### src/rtl/dmem_pkg.sv
// Shared constants and helpers for the data-memory arbiter slice.
package dmem_pkg;

  localparam int DATA_W          = 32;
  localparam int DEPTH           = 16;
  localparam int NUM_REQ_DEFAULT = 2;
  localparam int ID_W            = $clog2(NUM_REQ_DEFAULT);

  function automatic logic addr_in_range(input logic [DATA_W-1:0] a, input int depth);
    return (a < DATA_W'(depth));
  endfunction

endpackage

### src/rtl/dmem_arbiter_rr_arbiter.sv
// Combinational round-robin picker: first set req bit at or after ptr, wrapping.
module rr_arbiter #(
  parameter int NUM_REQ = dmem_pkg::NUM_REQ_DEFAULT,
  parameter int ID_W    = dmem_pkg::ID_W
) (
  input  logic [NUM_REQ-1:0] req,
  input  logic [ID_W-1:0]    ptr,
  output logic [NUM_REQ-1:0] grant,
  output logic [ID_W-1:0]    gidx
);
  import dmem_pkg::*;

  logic            found;
  int              pos;
  logic [ID_W-1:0] idx;

  // Scan NUM_REQ positions starting at ptr; first hit wins.
  always_comb begin
    grant = '0;
    gidx  = '0;
    found = 1'b0;
    pos   = 0;
    idx   = '0;
    for (int k = 0; k < NUM_REQ; k++) begin
      pos = int'(ptr) + k;
      if (pos >= NUM_REQ) begin
        pos = pos - NUM_REQ;
      end else begin
        pos = pos;
      end
      idx = ID_W'(pos);
      if (!found && req[idx]) begin
        found      = 1'b1;
        grant[idx] = 1'b1;
        gidx       = idx;
      end else begin
        found = found;
      end
    end
  end

endmodule

### src/rtl/dmem_arbiter.sv
// Round-robin sharing of a single-port data memory among NUM_REQ cores,
// with range checking and one-cycle read-response routing.
module dmem_arbiter #(
  parameter int NUM_REQ = dmem_pkg::NUM_REQ_DEFAULT,
  parameter int DEPTH   = dmem_pkg::DEPTH,
  parameter int AW      = dmem_pkg::DATA_W
) (
  input  logic                  clk,
  input  logic                  rst,
  input  logic [NUM_REQ-1:0]    req,
  input  logic [NUM_REQ-1:0]    we,
  input  logic [NUM_REQ*AW-1:0] addr,
  input  logic [NUM_REQ*AW-1:0] wdata,
  output logic [NUM_REQ-1:0]    ack,
  output logic [NUM_REQ-1:0]    rvalid,
  output logic [AW-1:0]         rdata,
  output logic [NUM_REQ-1:0]    err,
  output logic                  mem_we,
  output logic                  mem_re,
  output logic [AW-1:0]         mem_addr,
  output logic [AW-1:0]         mem_wdata,
  input  logic [AW-1:0]         mem_rdata
);
  import dmem_pkg::*;

  localparam int IDX_W = (NUM_REQ > 1) ? $clog2(NUM_REQ) : 1;

  logic [NUM_REQ-1:0] grant;
  logic [IDX_W-1:0]   gidx;
  logic [IDX_W-1:0]   rr_ptr;
  logic [IDX_W-1:0]   next_ptr;
  logic [IDX_W-1:0]   resp_id;
  logic               resp_pending;
  logic               granted;
  logic               in_range;
  logic               mem_issue;
  logic               sel_we;
  logic [AW-1:0]      sel_addr;
  logic [AW-1:0]      sel_wdata;

  rr_arbiter #(
    .NUM_REQ (NUM_REQ),
    .ID_W    (IDX_W)
  ) u_rr (
    .req   (req),
    .ptr   (rr_ptr),
    .grant (grant),
    .gidx  (gidx)
  );

  // Grant decode and memory command drive; everything is forced quiet in reset.
  always_comb begin
    sel_addr  = addr[gidx*AW +: AW];
    sel_wdata = wdata[gidx*AW +: AW];
    sel_we    = we[gidx];
    granted   = (|grant) && !rst;
    in_range  = addr_in_range(sel_addr, DEPTH);
    mem_issue = granted && in_range;
    ack       = granted ? grant : '0;
    err       = (granted && !in_range) ? grant : '0;
    mem_we    = mem_issue && sel_we;
    mem_re    = mem_issue && !sel_we;
    mem_addr  = mem_issue ? sel_addr : '0;
    mem_wdata = mem_issue ? sel_wdata : '0;
    next_ptr  = (gidx == IDX_W'(NUM_REQ - 1)) ? '0 : gidx + 1'b1;
  end

  // Route the memory's registered read data to whoever issued last cycle's read.
  always_comb begin
    rvalid = '0;
    rdata  = '0;
    if (resp_pending && !rst) begin
      rvalid[resp_id] = 1'b1;
      rdata           = mem_rdata;
    end else begin
      rvalid = '0;
      rdata  = '0;
    end
  end

  // Pointer and pending-response state.
  always_ff @(posedge clk) begin
    if (rst) begin
      rr_ptr       <= '0;
      resp_pending <= 1'b0;
      resp_id      <= '0;
    end else begin
      if (granted) begin
        rr_ptr <= next_ptr;
      end else begin
        rr_ptr <= rr_ptr;
      end
      resp_pending <= mem_issue && !sel_we;
      if (mem_issue && !sel_we) begin
        resp_id <= gidx;
      end else begin
        resp_id <= resp_id;
      end
    end
  end

endmodule

### config.mk
export PLATFORM = sky130hd
export DESIGN_NAME = dmem_arbiter
export DESIGN_NICKNAME = d
export VERILOG_FILES = /design/src/rtl/dmem_pkg.sv /design/src/rtl/dmem_arbiter_rr_arbiter.sv /design/src/rtl/dmem_arbiter.sv
export SDC_FILE = /design/constraint.sdc
export NUM_CORES = 1
export LEC_CHECK = 0
export BUFFER_PORTS_ARGS = -buffer_cell sky130_fd_sc_hd__buf_4
export CAP_MARGIN = 20
export CORE_AREA = 2 2 105 107
export CTS_CLUSTER_DIAMETER = 40
export DETAILED_ROUTE_END_ITERATION = 10
export DIE_AREA = 0 0 107 109
export PLACE_DENSITY = 0.43
export SYNTH_ARGS = -nofsm -noshare
export SYNTH_HDL_FRONTEND = slang
export SYNTH_SLANG_ARGS = --single-unit
### constraint.sdc
create_clock -name clk -period 2 [get_ports clk]
set_input_delay 0.1 -clock clk [delete_from_list [all_inputs] [get_ports clk]]
set_output_delay 0.1 -clock clk [all_outputs]
set_load 0.05 [all_outputs]
==> summary.md, run 1 <==
| Metric | Value |
|---|---|
| Crit share post-route | `101%` |
| RSZ-0062 raised after global routing | `yes` |
| Root buf cell | `clkbuf_8` |
| Count leader, synth | `nand2_1` |
| Final Max Slew Viols | `0` |
| Final WS setup | `-14.8 ps` |
| Overflow after GRT | `0` |
| Via count | `2349` |
| FF-to-FF path depth | `6` |
| Total of max-cap violations | `0` |
| Data arrival, critical path | `between 1500 and 2000 ps` |
| DP HPWL | `6.29 mm` |
| Startpoint Class | `input port` |
| Rows | `38` |
| Ys async rst share | `0%` |
| DRC errors left | `0` |
| IO Port Bufs | `241` |
| Area grow syn2layout | `180%` |
| YS warnings | `0` |
| RD Place Congestion | `0.760` |
| Chip Height | `109 um` |
| Clk sinks | `3` |
| Number of synthesized flops with an enable pin | `0` |
| # diodes | `0` |
| Final min period | `2010 ps` |
| Routed WL | `7.42 mm` |
| Number of fill cells | `between 1000 and 1500` |
| TNS Setup | `-89.7 ps` |
| Final setup violating endpoints | `14` |
| Register bit total from synthesis | `3` |
| TritonCTS clock tree | `built` |
| Cts-stage hold buffer count | `0` |
| Inst Count DP | `around 610` |
| Clock tree buffer depth | `2` |
| Overall routing resource usage | `approximately an eighth` |
| Yosys top cell by area | `nand2_1` |
| Syn avg cell area | `5.74 um2` |
| CTS buffer count | `3` |
| H-tree levels | `1` |
| Largest net degree at the start of global routing | `39` |
| Initial antenna violation count | `0` |
| Synth top area share | `21.0%` |
| Final std cells w/o fill | `slightly above 600` |
| Share of cells above drive strength 1 | `63.2%` |
| Global-route wire length before repair | `11.3 mm` |
| Synth area leaders | `nand2_1 (21%), and2_1 (17%), buf_4 (16%)` |
| Run status | `complete, but fails checks` |
| Initial core utilization | `12.6%` |
| Post-Syn Area | `1340 um2` |
| Worst Skew | `1.37 ps` |
| P per Cell Area | `just over 200 nW/um2` |
| Crit. End Element | `primary output` |
| Clk_lat worst skew | `210 ps` |
| Pleak | `1.84 nW` |
| Critical path type | `input port to primary output` |
| Hold WC Path Type | `input port to flip-flop` |
| Main synth FF type | `dfxtp_1` |
| Req. time, crit path | `1900 ps` |
| Failing checks | `negative setup slack` |
| Final antenna-violating net count | `0` |
| Die area | `between 10000 and 15000 um2` |
| Commonest cells post-synth | `nand2_1 (75), and2_1 (36), buf_4 (28), a21oi_1 (27), clkbuf_1 (12)` |
| Vias per cell | `3.85` |
| Wire length per cell | `12.2 um` |
| Cells on Worst Hold Path | `2` |
| Fmax | `a little under 0.5 GHz` |
| IO Pins | `between 200 and 300` |
| Sequential area share after synthesis | `4.49%` |
| CORE AREA | `10600 um2` |
| Reg clk slew, reported paths | `30 ps` |
| Drt first pass iters | `3` |
| Gate count of the mapped netlist | `233` |
| Worst-path fanout max | `21` |
| Vias in the first global route | `2336` |
| Die width | `107 um` |
| Hold Vio Cnt, Final | `0` |
| Starting DRT DRC Count | `52` |
| Worst vdd ir | `0.195 mV` |
| Nets | `roughly 640` |
| Distinct cells, synth | `24` |
final cells by class:
class | count | area, um2 | share of cell area (%)
Tap cell | 140 | 175 | 4.68
Clock buffer | 4 | 45.0 | 1.20
Multi-Input combinational cell | 212 | 1370 | 36.7
Timing Repair Buffer | 249 | 2080 | 55.6
Inverter | 2 | 7.51 | 0.201
Sequential cell | 3 | 60.1 | 1.61
worst max-delay path, stage by stage:
cell	delay, ps
buf_6	90
or4_4	520
a2111o_1	440
o31ai_4	90
nand3_4	140
buf_12	210
a21oi_4	140
buf_6	170
kinds of logic (layout without fill, tap and decap cells):
kind of cell,Yosys count,after routing,share of synthesized area (%)
AOI/OAI and AO/OA,42,42,20.5
buffers and inverters,45,255,21.7
DFF,3,3,4.49
muxes,2,2,1.50
other,1,28,0.280
and+or+nand+nor,140,140,51.5
path summary, 6_finish.rpt:
kind / start / end / slack (ps)
max: addr[29] / mem_wdata[18] / -10
max reg2reg: rr_ptr / resp_id / 280
min reg2reg: rr_ptr / rr_ptr / 500
min: rst / rr_ptr / 120
layout by cell type (no fill, tap or decap):
master    netlist  layout
buf_4          28     205
nand2_1        75      74
buf_6           2      37
and2_1         36      36
conb_1          1      28
a21oi_4         0      20
a21oi_2        10      16
nor4_1         10      10
nor2_1          6       4
buf_12          0       4
or4_1           4       3
nor2b_1         4       3
clkbuf_8        0       3
buf_8           0       3
dfxtp_1         3       3
nand4_1         2       2
mux2i_1         2       2
inv_1           2       2
nor2_2          0       2
nand2b_4        0       1
nand2_2         0       1
or4_4           0       1
a2111o_1        1       1
o31ai_4         0       1
nand3_4         1       1
nor2b_2         0       1
a211oi_2        0       1
nand2b_1        2       1
a21oi_1        27       1
a41o_1          1       1
o311a_1         1       1
clkbuf_1       12       1
power breakdown:
group / switching (mW) / internal, mW / leakage (nW)
clock: 0.0360 / 0.136 / 0.0228
sequential: 0.00138 / 0.0618 / 0.0244
combinational: 0.284 / 0.255 / 1.80
timing repair:
item	in CTS	in global routing
setup endpoints to repair	38	38
gates resized for setup	49	12
pin swaps	1	0
setup buffers	0	0
per-stage QoR:
stage	setup WS, ps	util, %	total power [mW]	instance area, um2	hold slack (ps)
floorplan	-288	-	0.350	1660	169
global placement	-58.6	32.6	0.586	3450	334
detailed placement	-70.6	32.6	0.590	3450	337
CTS	-19.3	34.8	0.782	3690	116
global route	-81.4	35.3	0.827	3740	133
finish	-14.8	35.3	0.774	3740	117
flip-flops by register name, indices dropped and copies added (netlist names):
signal        count
rr_ptr            1
resp_pending      1
resp_id           1
metal layers:
layer | global-route usage [%] | wire, um
met4 | 0 | 0
met5 | 0 | 0
met1 | 12.9 | 2610
met3 | 3.83 | 759
met2 | 23.8 | 4050
Power figures use the tool's default switching activity.
==> inputs of run 2 (changes only) <==
--- a/config.mk
+++ b/config.mk
@@ -11,6 +11,7 @@
 export CTS_CLUSTER_DIAMETER = 40
 export DETAILED_ROUTE_END_ITERATION = 10
 export DIE_AREA = 0 0 107 109
+export MAX_ROUTING_LAYER = met4
 export PLACE_DENSITY = 0.43
 export SYNTH_ARGS = -nofsm -noshare
 export SYNTH_HDL_FRONTEND = slang
==> run 2 against run 1 <==
Compared with the run above:
- the flow still finishes with violations (negative setup slack)
- die area unchanged
- combinational power barely moved
- worst hold slack about the same
- highest routed layer unchanged
- critical endpoint unchanged
- largest power group unchanged
- clock power hardly changed
- count of clock-buffer cells in the layout unchanged
- sequential cell count is the same
==> summary.md, run 2 (synthesis gave the netlist of run 1 again) <==
| Metric | Value |
|---|---|
| Routed WL | `7.42 mm (about the same)` |
| Placement Cell Area | `3450 um2 (unchanged)` |
| Nets | `637 (unchanged)` |
| CP cell instances | `buf_6 > or4_4 > a2111o_1 > o31ai_4 > nand3_4 > buf_12 > a21oi_4 > buf_6` |
| Switching share of power | `41.6% (about the same)` |
| Rows | `38 (unchanged)` |
| Worst vdd ir | `0.195 mV (about the same)` |
| Most used cell, CP | `buf_6` |
| Worst path depth | `8 (unchanged)` |
| Chip Height | `109 um (unchanged)` |
| Design Area, Final | `3740 um2 (-0.10%)` |
| Cts-stage hold buffer count | `0 (unchanged)` |
| Crit. End Element | `primary output` |
| Final setup violating endpoints | `14 (unchanged)` |
| IO Pins | `270 (unchanged)` |
| Pleak | `1.84 nW (about the same)` |
| DRC errors left | `0 (unchanged)` |
| Commonest non-fill, non-tap cells in the layout | `buf_4 (205), nand2_1 (74), buf_6 (38)` |
| Top delay family on crit path | `compound AO/OA/AOI/OAI gates` |
| Largest regs | `resp_id (1), resp_pending (1), rr_ptr (1)` |
| CP max stage cell | `or4_4` |
| Area grow syn2layout | `179%` |
| Postcts setup bufs | `0 (unchanged)` |
| IO Port Bufs | `241 (unchanged)` |
| Crit share post-route | `101% (about the same)` |
| Final WS setup | `-14.7 ps (+0.187 ps)` |
| Seq pwr share | `8.2% (about the same)` |
| Startpoint Class | `input port` |
| Fmax | `0.496 GHz (about the same)` |
| Final Max Slew Viols | `0 (unchanged)` |
| Req. time, crit path | `1900 ps (about the same)` |
| Buf/Inv on CP | `3 (unchanged)` |
| Largest net degree at the start of global routing | `39 (unchanged)` |
| Total of max-cap violations | `0 (unchanged)` |
| Die width | `107 um (unchanged)` |
| Data arrival, critical path | `1910 ps (about the same)` |
| RR Endpoint | `resp_id` |
| Clk_lat worst skew | `210 ps (about the same)` |
| Critical path type | `input port to primary output` |
| Worst Skew | `1.37 ps (unchanged)` |
| P per Cell Area | `207 nW/um2 (+0.11%)` |
| FF-to-FF path depth | `6 (unchanged)` |
| Tot Pwr | `0.774 mW (about the same)` |
| Initial core utilization | `12.6% (unchanged)` |
| R2r setup slk | `280 ps (about the same)` |
| Hold EP | `rr_ptr` |
| Via count | `2341 (-0.34%)` |
| Vias per cell | `3.84 (-0.34%)` |
| Root buf cell | `clkbuf_8` |
| H-tree levels | `1 (unchanged)` |
| TritonCTS clock tree | `built` |
| # diodes | `0 (unchanged)` |
| Drt first pass iters | `4 (+1)` |
| Overall routing resource usage | `12.3% (+0.34 points)` |
| Worst-path fanout max | `21 (unchanged)` |
| CTS buffer count | `3 (unchanged)` |
| Clock share of power | `22.2% (about the same)` |
| Final antenna-violating net count | `0 (unchanged)` |
| RSZ-0062 raised after global routing | `yes` |
| Global-route wire length before repair | `11.2 mm (about the same)` |
| Clk sinks | `3 (unchanged)` |
| Reg clk slew, reported paths | `30 ps (about the same)` |
| Vias in the first global route | `2336 (unchanged)` |
| Worst flop-to-flop path startpoint | `rr_ptr` |
| Share of cells above drive strength 1 | `63.2% (unchanged)` |
| Starting DRT DRC Count | `59 (+13%)` |
| Cells on Worst Hold Path | `2 (unchanged)` |
| Failing checks | `negative setup slack` |
| Run status | `complete, but fails checks` |
| Hold Crit Start | `rst` |
| Place WS | `-70.6 ps (unchanged)` |
| DP HPWL | `6.29 mm (unchanged)` |
| Most common cell after layout, fill and taps aside | `buf_4` |
| Clock tree buffer depth | `2 (unchanged)` |
| CORE AREA | `10600 um2 (unchanged)` |
| Combinational Power Share | `69.7% (about the same)` |
| Final min period | `2010 ps (-0.187 ps)` |
| Hold WC Path Type | `input port to flip-flop` |
| Overflow after GRT | `0 (unchanged)` |
| P_sw | `0.322 mW (about the same)` |
| RD Place Congestion | `0.770 (+1.3%)` |
| Number of fill cells | `1142 (unchanged)` |
| Initial antenna violation count | `0 (unchanged)` |
| Internal power consumption | `0.452 mW (about the same)` |
| Hold Vio Cnt, Final | `0 (unchanged)` |
| Die area | `11700 um2 (unchanged)` |
| Wire length per cell | `12.2 um (about the same)` |
| Largest stage delay, worst path | `520 ps (about the same)` |
==> run 2: cell counts in the layout (fill, tap and decap cells not counted) <==
Identical to the previous run, type by type.
==> run 2: worst max path at each step <==
stage | slack, ps | to | start
after floorplan | -290 | mem_wdata[22] | addr[29]
after global placement | -60 | mem_wdata[16] | addr[29]
after detailed placement | -70 | mem_wdata[18] | addr[29]
after CTS | -20 | mem_wdata[1] | addr[29]
after global routing | -80 | mem_addr[3] | addr[29]
final | -10 | mem_wdata[18] | addr[29]
==> run 2: cell type report <==
type                    instances  area (um2)  area share, %
flip-flops and latches          3        60.1           1.61
well taps                     140         175           4.69
inverters                       2        7.51          0.201
repair buffers                249        2080           55.6
multi-input cells             212        1370           36.7
clock buffers                   4        45.0           1.21
==> run 2: what timing repair did <==
item / 4_1_cts / 5_1_grt
pin swaps: 1 / 0
gates cloned: 0 / 0
setup endpoints to repair: 38 / 38
resized for setup: 49 / 11
==> run 2: routing by layer <==
layer  global-route usage, %  vias up  share of wire (%)
li1                        -     1186                  -
met1                    13.3     1028                 36
met2                    23.8      127                 55
met3                    3.23        0                9.3
met4                       0        0                  0
met5                       -        -                  0
==> run 2: power groups by stage <==
stage	combinational (mW)	clock (mW)	sequential, mW
after floorplan	0.287	0	0.0635
after global placement	0.523	0	0.0638
after detailed placement	0.527	0	0.0637
after CTS	0.542	0.177	0.0630
after global routing	0.582	0.182	0.0634
final	0.539	0.172	0.0632
==> run 2: per-stage QoR <==
stage | TNS (ps) | instances | hold WS, ps | utilization (%)
CTS | -180 | 610 | 116 | 34.8
finish | -86.2 | 610 | 117 | 35.2
global route | -1830 | 610 | 133 | 35.2
floorplan | -2860 | 260 | 169 | -
detailed placement | -1780 | 606 | 337 | 32.6
global placement | -1560 | 606 | 334 | 32.6
